### src/rtl/config_chain_loader_if.sv
// rtl/config_chain_loader_if.sv - bitstream word handshake between source and config_chain_loader
interface config_chain_loader_if #(
    parameter int WORD_WIDTH = 8
);
    logic [WORD_WIDTH-1:0] word_data;
    logic                  word_valid;
    logic                  word_ready;

    modport master (output word_data, output word_valid, input word_ready);
    modport slave  (input word_data, input word_valid, output word_ready);
endinterface

### src/rtl/config_chain_loader.sv
// rtl/config_chain_loader.sv - streams bitstream words LSB-first into a tile config shift chain
// Optional trailing CRC-8 check enabled by defining CONFIG_LOADER_CRC_EN.
module config_chain_loader #(
    parameter int CHAIN_LENGTH = 24,
    parameter int WORD_WIDTH   = 8,
    parameter int CLEAR_CYCLES = 2
) (
    input  logic                  clock,
    input  logic                  nreset,
    input  logic                  start,
    config_chain_loader_if.slave  word_if,
    output logic                  config_in,
    output logic                  config_enable,
    output logic                  config_nreset,
    output logic                  busy,
    output logic                  done,
    output logic                  error
);
    localparam int BW = $clog2(CHAIN_LENGTH + 1);
    localparam int SW = $clog2(WORD_WIDTH + 1);
    localparam int CW = (CLEAR_CYCLES > 1) ? $clog2(CLEAR_CYCLES) : 1;

`ifdef CONFIG_LOADER_CRC_EN
    typedef enum logic [2:0] {IDLE, CLEAR, FETCH, SHIFT, CRC_FETCH, CHECK, DONE} state_t;
`else
    typedef enum logic [2:0] {IDLE, CLEAR, FETCH, SHIFT, DONE} state_t;
`endif

    state_t                state, state_next;
    logic [CW-1:0]         clear_cnt, clear_cnt_next;
    logic [BW-1:0]         bit_cnt, bit_cnt_next;
    logic [SW-1:0]         shift_cnt, shift_cnt_next;
    logic [WORD_WIDTH-1:0] sr, sr_next;
    logic                  enable_q, data_q, chain_nreset_q;
    logic                  accept;

`ifdef CONFIG_LOADER_CRC_EN
    logic [7:0] crc, crc_next, expected, expected_next;
    logic       error_q, error_next;
    assign word_if.word_ready = (state == FETCH) || (state == CRC_FETCH);
    assign error = error_q;
`else
    assign word_if.word_ready = (state == FETCH);
    assign error = 1'b0;
`endif

    assign accept        = word_if.word_valid & word_if.word_ready;
    assign config_enable = enable_q;
    assign config_in     = data_q;
    assign config_nreset = chain_nreset_q;
    assign busy          = (state != IDLE) && (state != DONE);
    assign done          = (state == DONE);

    always_comb begin
        state_next     = state;
        clear_cnt_next = clear_cnt;
        bit_cnt_next   = bit_cnt;
        shift_cnt_next = shift_cnt;
        sr_next        = sr;
`ifdef CONFIG_LOADER_CRC_EN
        crc_next       = crc;
        expected_next  = expected;
        error_next     = error_q;
`endif
        case (state)
            IDLE, DONE: begin
                if (start) begin
                    state_next     = CLEAR;
                    clear_cnt_next = CW'(CLEAR_CYCLES - 1);
`ifdef CONFIG_LOADER_CRC_EN
                    crc_next       = 8'h00;
                    error_next     = 1'b0;
`endif
                end
            end
            CLEAR: begin
                if (clear_cnt == '0) begin
                    state_next   = FETCH;
                    bit_cnt_next = BW'(CHAIN_LENGTH);
                end else begin
                    clear_cnt_next = clear_cnt - 1'b1;
                end
            end
            FETCH: begin
                if (accept) begin
                    sr_next        = word_if.word_data;
                    shift_cnt_next = (32'(bit_cnt) >= WORD_WIDTH) ? SW'(WORD_WIDTH) : SW'(bit_cnt);
                    state_next     = SHIFT;
                end
            end
            SHIFT: begin
                sr_next        = sr >> 1;
                shift_cnt_next = shift_cnt - 1'b1;
                bit_cnt_next   = bit_cnt - 1'b1;
`ifdef CONFIG_LOADER_CRC_EN
                crc_next       = {crc[6:0], 1'b0} ^ ((crc[7] ^ sr[0]) ? 8'h07 : 8'h00);
`endif
                // Upper bits of a short final word are never shifted; they fall off with sr.
                if (shift_cnt == SW'(1)) begin
`ifdef CONFIG_LOADER_CRC_EN
                    state_next = (bit_cnt == BW'(1)) ? CRC_FETCH : FETCH;
`else
                    state_next = (bit_cnt == BW'(1)) ? DONE : FETCH;
`endif
                end
            end
`ifdef CONFIG_LOADER_CRC_EN
            CRC_FETCH: begin
                if (accept) begin
                    expected_next = word_if.word_data[7:0];
                    state_next    = CHECK;
                end
            end
            CHECK: begin
                error_next = (crc != expected);
                state_next = DONE;
            end
`endif
            default: state_next = IDLE;
        endcase
    end

    always_ff @(posedge clock) begin
        if (!nreset) begin
            state          <= IDLE;
            clear_cnt      <= '0;
            bit_cnt        <= '0;
            shift_cnt      <= '0;
            sr             <= '0;
            enable_q       <= 1'b0;
            data_q         <= 1'b0;
            chain_nreset_q <= 1'b0;
`ifdef CONFIG_LOADER_CRC_EN
            crc            <= 8'h00;
            expected       <= 8'h00;
            error_q        <= 1'b0;
`endif
        end else begin
            state          <= state_next;
            clear_cnt      <= clear_cnt_next;
            bit_cnt        <= bit_cnt_next;
            shift_cnt      <= shift_cnt_next;
            sr             <= sr_next;
            // Chain outputs are registered from next-state so they line up with the SHIFT cycle.
            enable_q       <= (state_next == SHIFT);
            data_q         <= (state_next == SHIFT) & sr_next[0];
            chain_nreset_q <= (state_next != CLEAR);
`ifdef CONFIG_LOADER_CRC_EN
            crc            <= crc_next;
            expected       <= expected_next;
            error_q        <= error_next;
`endif
        end
    end
endmodule

### src/flat_wrapper.sv
// flat-port wrapper written by rule: the top's interface ports become plain ports
module config_chain_loader_flat 
#(
    parameter int CHAIN_LENGTH = 24,
    parameter int WORD_WIDTH   = 8,
    parameter int CLEAR_CYCLES = 2
)
  (clock, nreset, start, config_in, config_enable, config_nreset, busy, done, error, word_if_word_data, word_if_word_valid, word_if_word_ready);
  config_chain_loader_if #(.WORD_WIDTH(WORD_WIDTH)) word_if_i ();
  input  logic clock;
  input  logic nreset;
  input  logic start;
  output logic config_in;
  output logic config_enable;
  output logic config_nreset;
  output logic busy;
  output logic done;
  output logic error;
  input wire logic [$bits(word_if_i.word_data)-1:0] word_if_word_data;
  input wire logic [$bits(word_if_i.word_valid)-1:0] word_if_word_valid;
  output wire logic [$bits(word_if_i.word_ready)-1:0] word_if_word_ready;
  assign word_if_i.word_data = word_if_word_data;
  assign word_if_i.word_valid = word_if_word_valid;
  assign word_if_word_ready = word_if_i.word_ready;
  config_chain_loader #(.CHAIN_LENGTH(CHAIN_LENGTH), .WORD_WIDTH(WORD_WIDTH), .CLEAR_CYCLES(CLEAR_CYCLES)) u_core (.clock(clock), .nreset(nreset), .start(start), .word_if(word_if_i), .config_in(config_in), .config_enable(config_enable), .config_nreset(config_nreset), .busy(busy), .done(done), .error(error));
endmodule
### config.mk
export PLATFORM = sky130hd
export DESIGN_NAME = config_chain_loader_flat
export DESIGN_NICKNAME = d
export VERILOG_FILES = /design/src/rtl/config_chain_loader_if.sv /design/src/rtl/config_chain_loader.sv /design/src/flat_wrapper.sv
export SDC_FILE = /design/constraint.sdc
export NUM_CORES = 1
export LEC_CHECK = 0
export ABC_CLOCK_PERIOD_IN_PS = 3100
export CAP_MARGIN = 20
export CORE_ASPECT_RATIO = 1.4
export CORE_MARGIN = 3
export CORE_UTILIZATION = 35
export DETAILED_ROUTE_END_ITERATION = 16
export DONT_BUFFER_PORTS = 1
export PLACE_DENSITY = 0.56
export SYNTH_ARGS = -nofsm -noshare
export SYNTH_HDL_FRONTEND = slang
export SYNTH_SLANG_ARGS = --single-unit
### constraint.sdc
create_clock -name clock -period 3.1 [get_ports clock]
set_clock_uncertainty 0.15 [all_clocks]
set_input_delay 0.775 -clock clock [delete_from_list [all_inputs] [get_ports clock]]
set_output_delay 0.775 -clock clock [all_outputs]
set_load 0.005 [all_outputs]
======== Word-level counts from Yosys, hierarchy flattened ========
Cells that the tools add are included.
word-level totals
  bits in registers ....................... 24
  bits of input ports ..................... 12
  output and inout bits ................... 7
  logic and storage cells ................. 53
cells by class
  add/subtract/negate cells ............... 3
  magnitude comparators ................... 1
  equality and inequality tests ........... 12
  mux-type cells .......................... 16
  bitwise operators ....................... 2
  reduce and logical (&&, ||, !) cells .... 10
operators by type and width
  kind                 number
  $pmux 8 s2           1
  $mux 3               5
  $pmux 3 s4           1
  $pmux 5 s2           1
  $eq 3x2->1 const B   3
  $mux 4               2
  $mux 8               1
  $pmux 4 s2           1
  $ne 2x2->1 const B   3
  $reduce_and 2->1     3
  $reduce_bool 2->1    3
  $eq 5x1->1 const B   1
  $ge 5x4->1 const B   1
  $mux 5               1
  $sub 5x1->5 const B  1
  $eq 4x1->1 const B   1
  $sub 4x1->4 const B  1
  $eq 3x1->1 const B   1
  $eq 3x3->1 const B   1
  $logic_not 3->1      1
  $ne 3x1->1 const B   1
  $ne 3x3->1 const B   1
  $reduce_bool 3->1    1
  $and 1x1->1          2
  other kinds (5)      6

======== Depth between registers and ports, before layout ========
  depth in word-level cells ............... 6
  depth in mapped cells ................... 5
  depth with buffers taken out ............ 5

======== Worst setup path before layout ========
Ideal clock, no wire load.
  path kind ............................... input to register
  start point ............................. input word_if_word_data[0]
  end point ............................... register u_core.data_q (netlist: u_core.config_in)
  library setup time ...................... 0.126 ns
  arrival time ............................ 1.509 ns
  data required time ...................... 2.824 ns
  slack ................................... 1.315 ns
  cell stages on the path ................. 3
  buffers on the path ..................... 0
  cells stage by stage .................... or4bb_1 o221ai_1 nor3_1
on the way
  longest elaborated chain between the ends .. 3
RTL lines
  what                  RTL line                    source
  start, declared       flat_wrapper.sv:19          input wire logic [$bits(word_if_i.word_data)-1:0] word_if_word_data;
  $mux 8                config_chain_loader.sv:85   if (accept) begin
  $pmux 8 s2            config_chain_loader.sv:65   case (state)
  $and 1x1->1           config_chain_loader.sv:146  data_q <= (state_next == SHIFT) & sr_next[0];
  end signal, assigned  config_chain_loader.sv:146
  end, declared         config_chain_loader.sv:34   logic enable_q, data_q, chain_nreset_q;
Every way passes these cells. The select of a mux whose other input is x is not followed.
A chain may end at the register's enable or synchronous reset.

======== Worst setup path in the final report ========
  start point ............................. register u_core.state[0]
  end point ............................... output done
on the way
  longest elaborated chain between the ends .. 1
RTL lines
  what                    RTL line                    source
  start, declared         config_chain_loader.sv:29   state_t state, state_next;
  start signal, assigned  config_chain_loader.sv:139  state <= state_next;
  $eq 3x3->1              config_chain_loader.sv:52   assign done = (state == DONE);
  end, declared           flat_wrapper.sv:17          output logic done;
Every way passes these cells.

==> impl_metrics.ini <==
[logic_synthesis]
async_flop_share = 0
syn_nets = 157
ys_types = 41
synth_top_area_frac = 0.386
ys.flop_type = dfxtp_1
syn-mean-instance-area_um2 = 8.90
synthesis.instances = 140
synth_edf_count = 0
yosysTopAreaCell = dfxtp_1
netlist_area_mm2 = 0.00125
yosys_warnings = 0
synth-seq-cells = 24
synthTopCellsByArea = dfxtp_1, a21oi_1, ha_1
yosysSeqAreaShare = 0.386

[timing]
setup_tns_ns = 0
rsz0062_at_grt = false
setup_violations = 0
drv_slew = 0
final-hold-violation-count = 0
min_period_ns = 2.11
maxSlewHeadroom = 0.586
fmax_mhz = 473
fin_crit_sh = 0.682
tightestPinTransition_ns = 0.620

[cts]
cts_tree = built
cts_sinks = 24
clock_path_buffers = 2
cts_buffers = 3
worstSkewPairLatency_ns = 0.26
cts_hold_buffers = 0
post_cts_resized = 0
post_cts_buffers = 0
ctsRootBufferMaster = clkbuf_8
h-tree-depth = 1
path_clk_slew_ns = 0.08

[power]
combinationalPowerShare = 0.128
leakage_nw = 0.486
power_frac_clock = 0.377
seqPwrFrac = 0.495
power.switching_mw = 0.175
p_int_mw = 0.543
netSwitchingFraction = 0.244
vdd_drop_max_v = 0.000255
power.density_mw_per_mm2 = 550
report.power.total_mw = 0.718

[grt]
met3_usage = 0.0203
grt_pass1_wl_um = 4510
antenna_found_initial = 0
grt_max_degree = 20
grtUsageMet2 = 0.213
globalRoute.totalOverflow = 0
met1_usage = 0.162
grt_use_total = 0.128
busiest_layer = met2
first_global_vias = 983

[drt]
via_per_inst = 5.83
wl_per_cell_um = 15.2
wirelength_um = 2640
vias = 1014
dr.pass1.iters = 4
drc = 0
antenna_left = 0
drtIter0Drc = 30

[worst_hold_path]
holdPathEnd = u_core.sr[5]
hold_path_startpoint = u_core.sr[5]
min_path_cells = 2
min_path_type = register to register

[critical_path]
cp-start-kind = register
rr_worst_depth = 3
r2r-end = u_core.shift_cnt[3]
end_kind = primary output
reg2reg_from = u_core.state[1]
cp_data_arrival_time_ns = 1.19
cp_data_required_time_ns = 2.17
critPathKind = register to primary output
critPathMaxFanout = 14
regToRegSetupSlack_ns = 1.24

[finish]
multi_input_area_um2 = 673
final_common_cell = dfxtp_1
antenna_cells = 0
fillCellCount = 349
syn_to_final_growth_pct = 4.72
seq_area_um2 = 480
nets = 152
mostFrequentLayoutCells = dfxtp_1, a21oi_1, nand3_1
drive_gt1_frac = 0.0522

[die]
ioPinCount = 19
coreArea_mm2 = 0.00341
dieArea_mm2 = 0.00432
rows = 25
initial_core_util = 0.366
die_y_um = 76.6
die_w_um = 56.4

[placed_design]
dp_hpwl_um = 1790
globalplace.congestion = 0.712
placement.io_buffers = 0

[outcome]
status = complete, no violations

[flow_run]
cap_violations = 0
==> metrics by stage <==
stage               area (um^2)  hold WS, ns  utilization  cells  worst slack, ns
global placement           1230        0.307        0.362    170             1.16
CTS                        1310        0.323        0.383    174            0.968
floorplan                  1250        0.294            -    140             1.32
detailed placement         1230        0.310        0.362    170             1.18
finish                     1310        0.320        0.383    174            0.987
global route               1310        0.345        0.383    174            0.866
==> how the worst max path moves through the flow <==
stage,startpoint,to
floorplan,word_if_word_data[0],u_core.config_in
global placement,word_if_word_valid,u_core.shift_cnt[3]
detailed placement,word_if_word_valid,u_core.shift_cnt[3]
CTS,u_core.state[1],done
global route,u_core.state[0],done
finish,u_core.state[0],done
==> routing by layer <==
| layer | vias up | routed length (um) |
|---|---|---|
| li1 | 494 | - |
| met1 | 491 | 1200 |
| met2 | 24 | 1300 |
| met3 | 5 | 103 |
| met4 | 0 | 36 |
| met5 | - | 0 |
==> cells by family (layout without fill, tap and decap cells) <==
group | count (synthesis) | count (layout) | synth area share
AO/OA/AOI/OAI | 43 | 43 | 0.229
adder cells (fa/ha/maj) | 5 | 5 | 0.0502
other | 1 | 1 | 0.00301
XOR/XNOR | 1 | 1 | 0.00703
flip-flops | 24 | 24 | 0.386
buffers and inverters | 18 | 12 | 0.0743
AND/OR/NAND/NOR | 48 | 48 | 0.251
==> cell usage after synthesis (all sizes together) (3+ instances only) <==
master   n
dfxtp   24
a21oi   16
nand3   12
buf      8
inv      8
nor2     7
a22oi    6
ha       5
nand2b   4
nor3     4
nor2b    3
o21a     3
o21ai    3
o31a     3
or3      3
==> critical path, cell delays in order (launching register included) <==
cell,delay [ns]
dfxtp_1,0.45
or2_1,0.33
nor2_1,0.14
==> registers in the layout (all words and copies together) (netlist names) <==
name                  count
u_core.bit_cnt            5
u_core.clear_cnt          1
u_core.config_enable      1
u_core.config_in          1
u_core.config_nreset      1
u_core.shift_cnt          4
u_core.sr                 8
u_core.state              3
==> power groups by stage <==
stage | Clock (mW) | Combinational (mW) | Sequential, mW
after floorplan | 0 | 0.0909 | 0.348
after global placement | 0 | 0.0908 | 0.361
after detailed placement | 0 | 0.0921 | 0.362
after CTS | 0.281 | 0.0928 | 0.355
after global routing | 0.300 | 0.103 | 0.360
final | 0.271 | 0.0921 | 0.355
==> cell type report <==
| cell class | instances | share of cell area |
|---|---|---|
| clock buffers | 3 | 0.0316 |
| clock inverters | 1 | 0.0230 |
| inverters | 8 | 0.0230 |
| multi-input cells | 98 | 0.516 |
| flip-flops and latches | 24 | 0.368 |
| well taps | 40 | 0.0384 |
No activity file was read; power rests on OpenSTA's default activity.
==> edit: new RTL, same settings <==
`CLEAR_CYCLES` is set to 2 in 2 places; all go to 4.
--- a/src/rtl/config_chain_loader.sv
+++ b/src/rtl/config_chain_loader.sv
@@ -4,5 +4,5 @@
     parameter int CHAIN_LENGTH = 24,
     parameter int WORD_WIDTH   = 8,
-    parameter int CLEAR_CYCLES = 2
+    parameter int CLEAR_CYCLES = 4
 ) (
     input  logic                  clock,
--- a/src/flat_wrapper.sv
+++ b/src/flat_wrapper.sv
@@ -4,5 +4,5 @@
     parameter int CHAIN_LENGTH = 24,
     parameter int WORD_WIDTH   = 8,
-    parameter int CLEAR_CYCLES = 2
+    parameter int CLEAR_CYCLES = 4
 )
   (clock, nreset, start, config_in, config_enable, config_nreset, busy, done, error, word_if_word_data, word_if_word_valid, word_if_word_ready);
Formal check against the unedited RTL: not equivalent (a bounded check fails within 4 cycles, from zero or initial values and one cycle with nreset low).
==> edit against the original RTL <==
Sequential cell count did not move. First-iteration DRC count rose by 57%. Global-route usage rose by 1.1 points. Wire length rose by 3.6%. Synthesized area rose by 1.1%. Design area rose by 0.86%. Register-to-register slack got worse by 0.19 ns. Core utilization rose by 0.33 points. Worst setup slack got worse by 0.057 ns. Sequential power rose by 7.3%. Power rose by 2.7%. Critical path type unchanged. Largest power group unchanged.
==> edit: results (changes against the original RTL) <==
WHS: 0.320 ns (+0.000407 ns)
Top flop regs: u_core.sr (7), u_core.bit_cnt (5), u_core.shift_cnt (4)
Clk root buf: clkbuf_8
Worst-Skew Late Latency: 0.26 ns (about the same)
Ys flop type: dfxtp_1
DRT Pass-1 Iters: 4 (unchanged)
Status: completed
Clk slew on worst S/H paths: 0.09 ns
Worst reg2reg path depth: 3 (unchanged)
Share of cells above drive strength 1: 7.97% (+2.7 points)
Slowest cell delay on critical path: 0.74 ns (+0.29 ns)
Seq/Total Area, Yosys: 38.1% (-0.42 points)
VDD IR max: 299 uV (+17%)
Last element of the critical path: busy
Via-per-instance ratio: 5.72 (-1.9%)
Initial DRC Count: 47 (+57%)
XOR/XNOR Fraction of Synth Area: 0% (-0.70 points)
HP Class: flip-flop to flip-flop
Share of flip-flops with an asynchronous set or reset: 0% (unchanged)
N_diodes: 0 (unchanged)
Setup Buffers After CTS: 0 (unchanged)
Reg-to-reg endpoint: u_core.bit_cnt[3]
Routability cong.: 0.779 (+9.4%)
DP HPWL: 2100 um (+17%)
Antenna violation net count after detailed routing: 0 (unchanged)
Mean routed wirelength per cell: 15.4 um (+1.2%)
Initial antenna violation count: 0 (unchanged)
CTS Buf Count: 3 (unchanged)
Crit path from: u_core.state[0]
Worst Path Max Fanout: 20 (+6)
Gr usage total: 13.9% (+1.1 points)
Critical Path Slowest Stage Cell: dfxtp_1
Crit path DAT: 1.24 ns (+0.05 ns)
Family with the most delay on the worst path: flip-flops
Synth cell count leaders: dfxtp_1, inv_1, nand3_1
PortBufs: 0 (unchanged)
CTS H-tree lvls: 1 (unchanged)
Crit path time final: 2.17 ns (+0.0566 ns)
Top post-synthesis cells by area: dfxtp_1, ha_1, nand3_1
Number of fill cells: 351 (+0.57%)
Adder-Cell Fraction of Synth Area: 5.96% (+0.94 points)
Leak: 0.491 nW (+1.1%)
Slew margin rel.: 56.5% (-2.1 points)
Max clock buf depth: 2 (unchanged)
Place WS: 1.07 ns (-0.111 ns)
Mux contribution to synthesized area: 0.794% (+0.79 points)
Largest net degree at the start of global routing: 22 (+10%)
Vias in the first global route: 1031 (+4.9%)
Final nets: 157 (+3.3%)
Resize count post-CTS: 0 (unchanged)
First-pass GRT wire length: 4950 um (+9.6%)
Cell variety after synth: 38 (-7.3%)
Synthesis Warnings: 0 (unchanged)
Compound-Gate Fraction of Synth Area: 20.6% (-2.3 points)
[edit: worst min-delay path by stage]
stage,from,to,cells after the start
2_1_floorplan,u_core.clear_cnt[1],u_core.clear_cnt[1],1
3_3_place_gp,u_core.clear_cnt[1],u_core.clear_cnt[1],1
3_5_place_dp,u_core.clear_cnt[1],u_core.clear_cnt[1],1
4_1_cts,u_core.sr[4],u_core.sr[4],2
5_1_grt,u_core.sr[3],u_core.sr[3],2
6_report,u_core.clear_cnt[1],u_core.clear_cnt[1],1
[edit: cell families after synthesis]
logic type               count (synthesis)
AND/OR/NAND/NOR                         47
AO/OA/AOI/OAI                           38
buffers and inverters                   26
flip-flops                              24
adder cells (fa/ha/maj)                  6
multiplexers                             1
other                                    1
[edit: cell type report]
class                      count  area (um2)  share of cell area [%]
clock buffer                   4        55.1                    4.18
inverter                      15        56.3                    4.28
multi-input combinational     93         659                    50.1
sequential                    24         480                    36.5
tap                           40        50.0                    3.80
timing repair buffer           2        15.0                    1.14
[edit: stage by stage]
stage	instances	utilization (%)	instance area, um2	total power [W]
final	178	38.6	1320	0.000737
after floorplan	143	-	1260	0.000509
after CTS	178	38.6	1320	0.000747
after detailed placement	174	37.0	1260	0.000535
after global placement	174	37.0	1260	0.000529
after global routing	178	38.6	1320	0.000784
[edit: power breakdown]
part           internal, W  leakage, nW  switching (W)
combinational    0.0000650        0.267      0.0000798
clock             0.000113       0.0288      0.0000985
sequential        0.000341        0.196      0.0000401
[edit: routing by layer]
| layer | track usage [%] | up-vias | routed length, um |
|---|---|---|---|
| li1 | - | 513 | - |
| met1 | 17.0 | 486 | 1140 |
| met2 | 25.0 | 17 | 1490 |
| met3 | 2.86 | 2 | 93 |
| met4 | 2.14 | 0 | 12 |
| met5 | 0 | - | 0 |
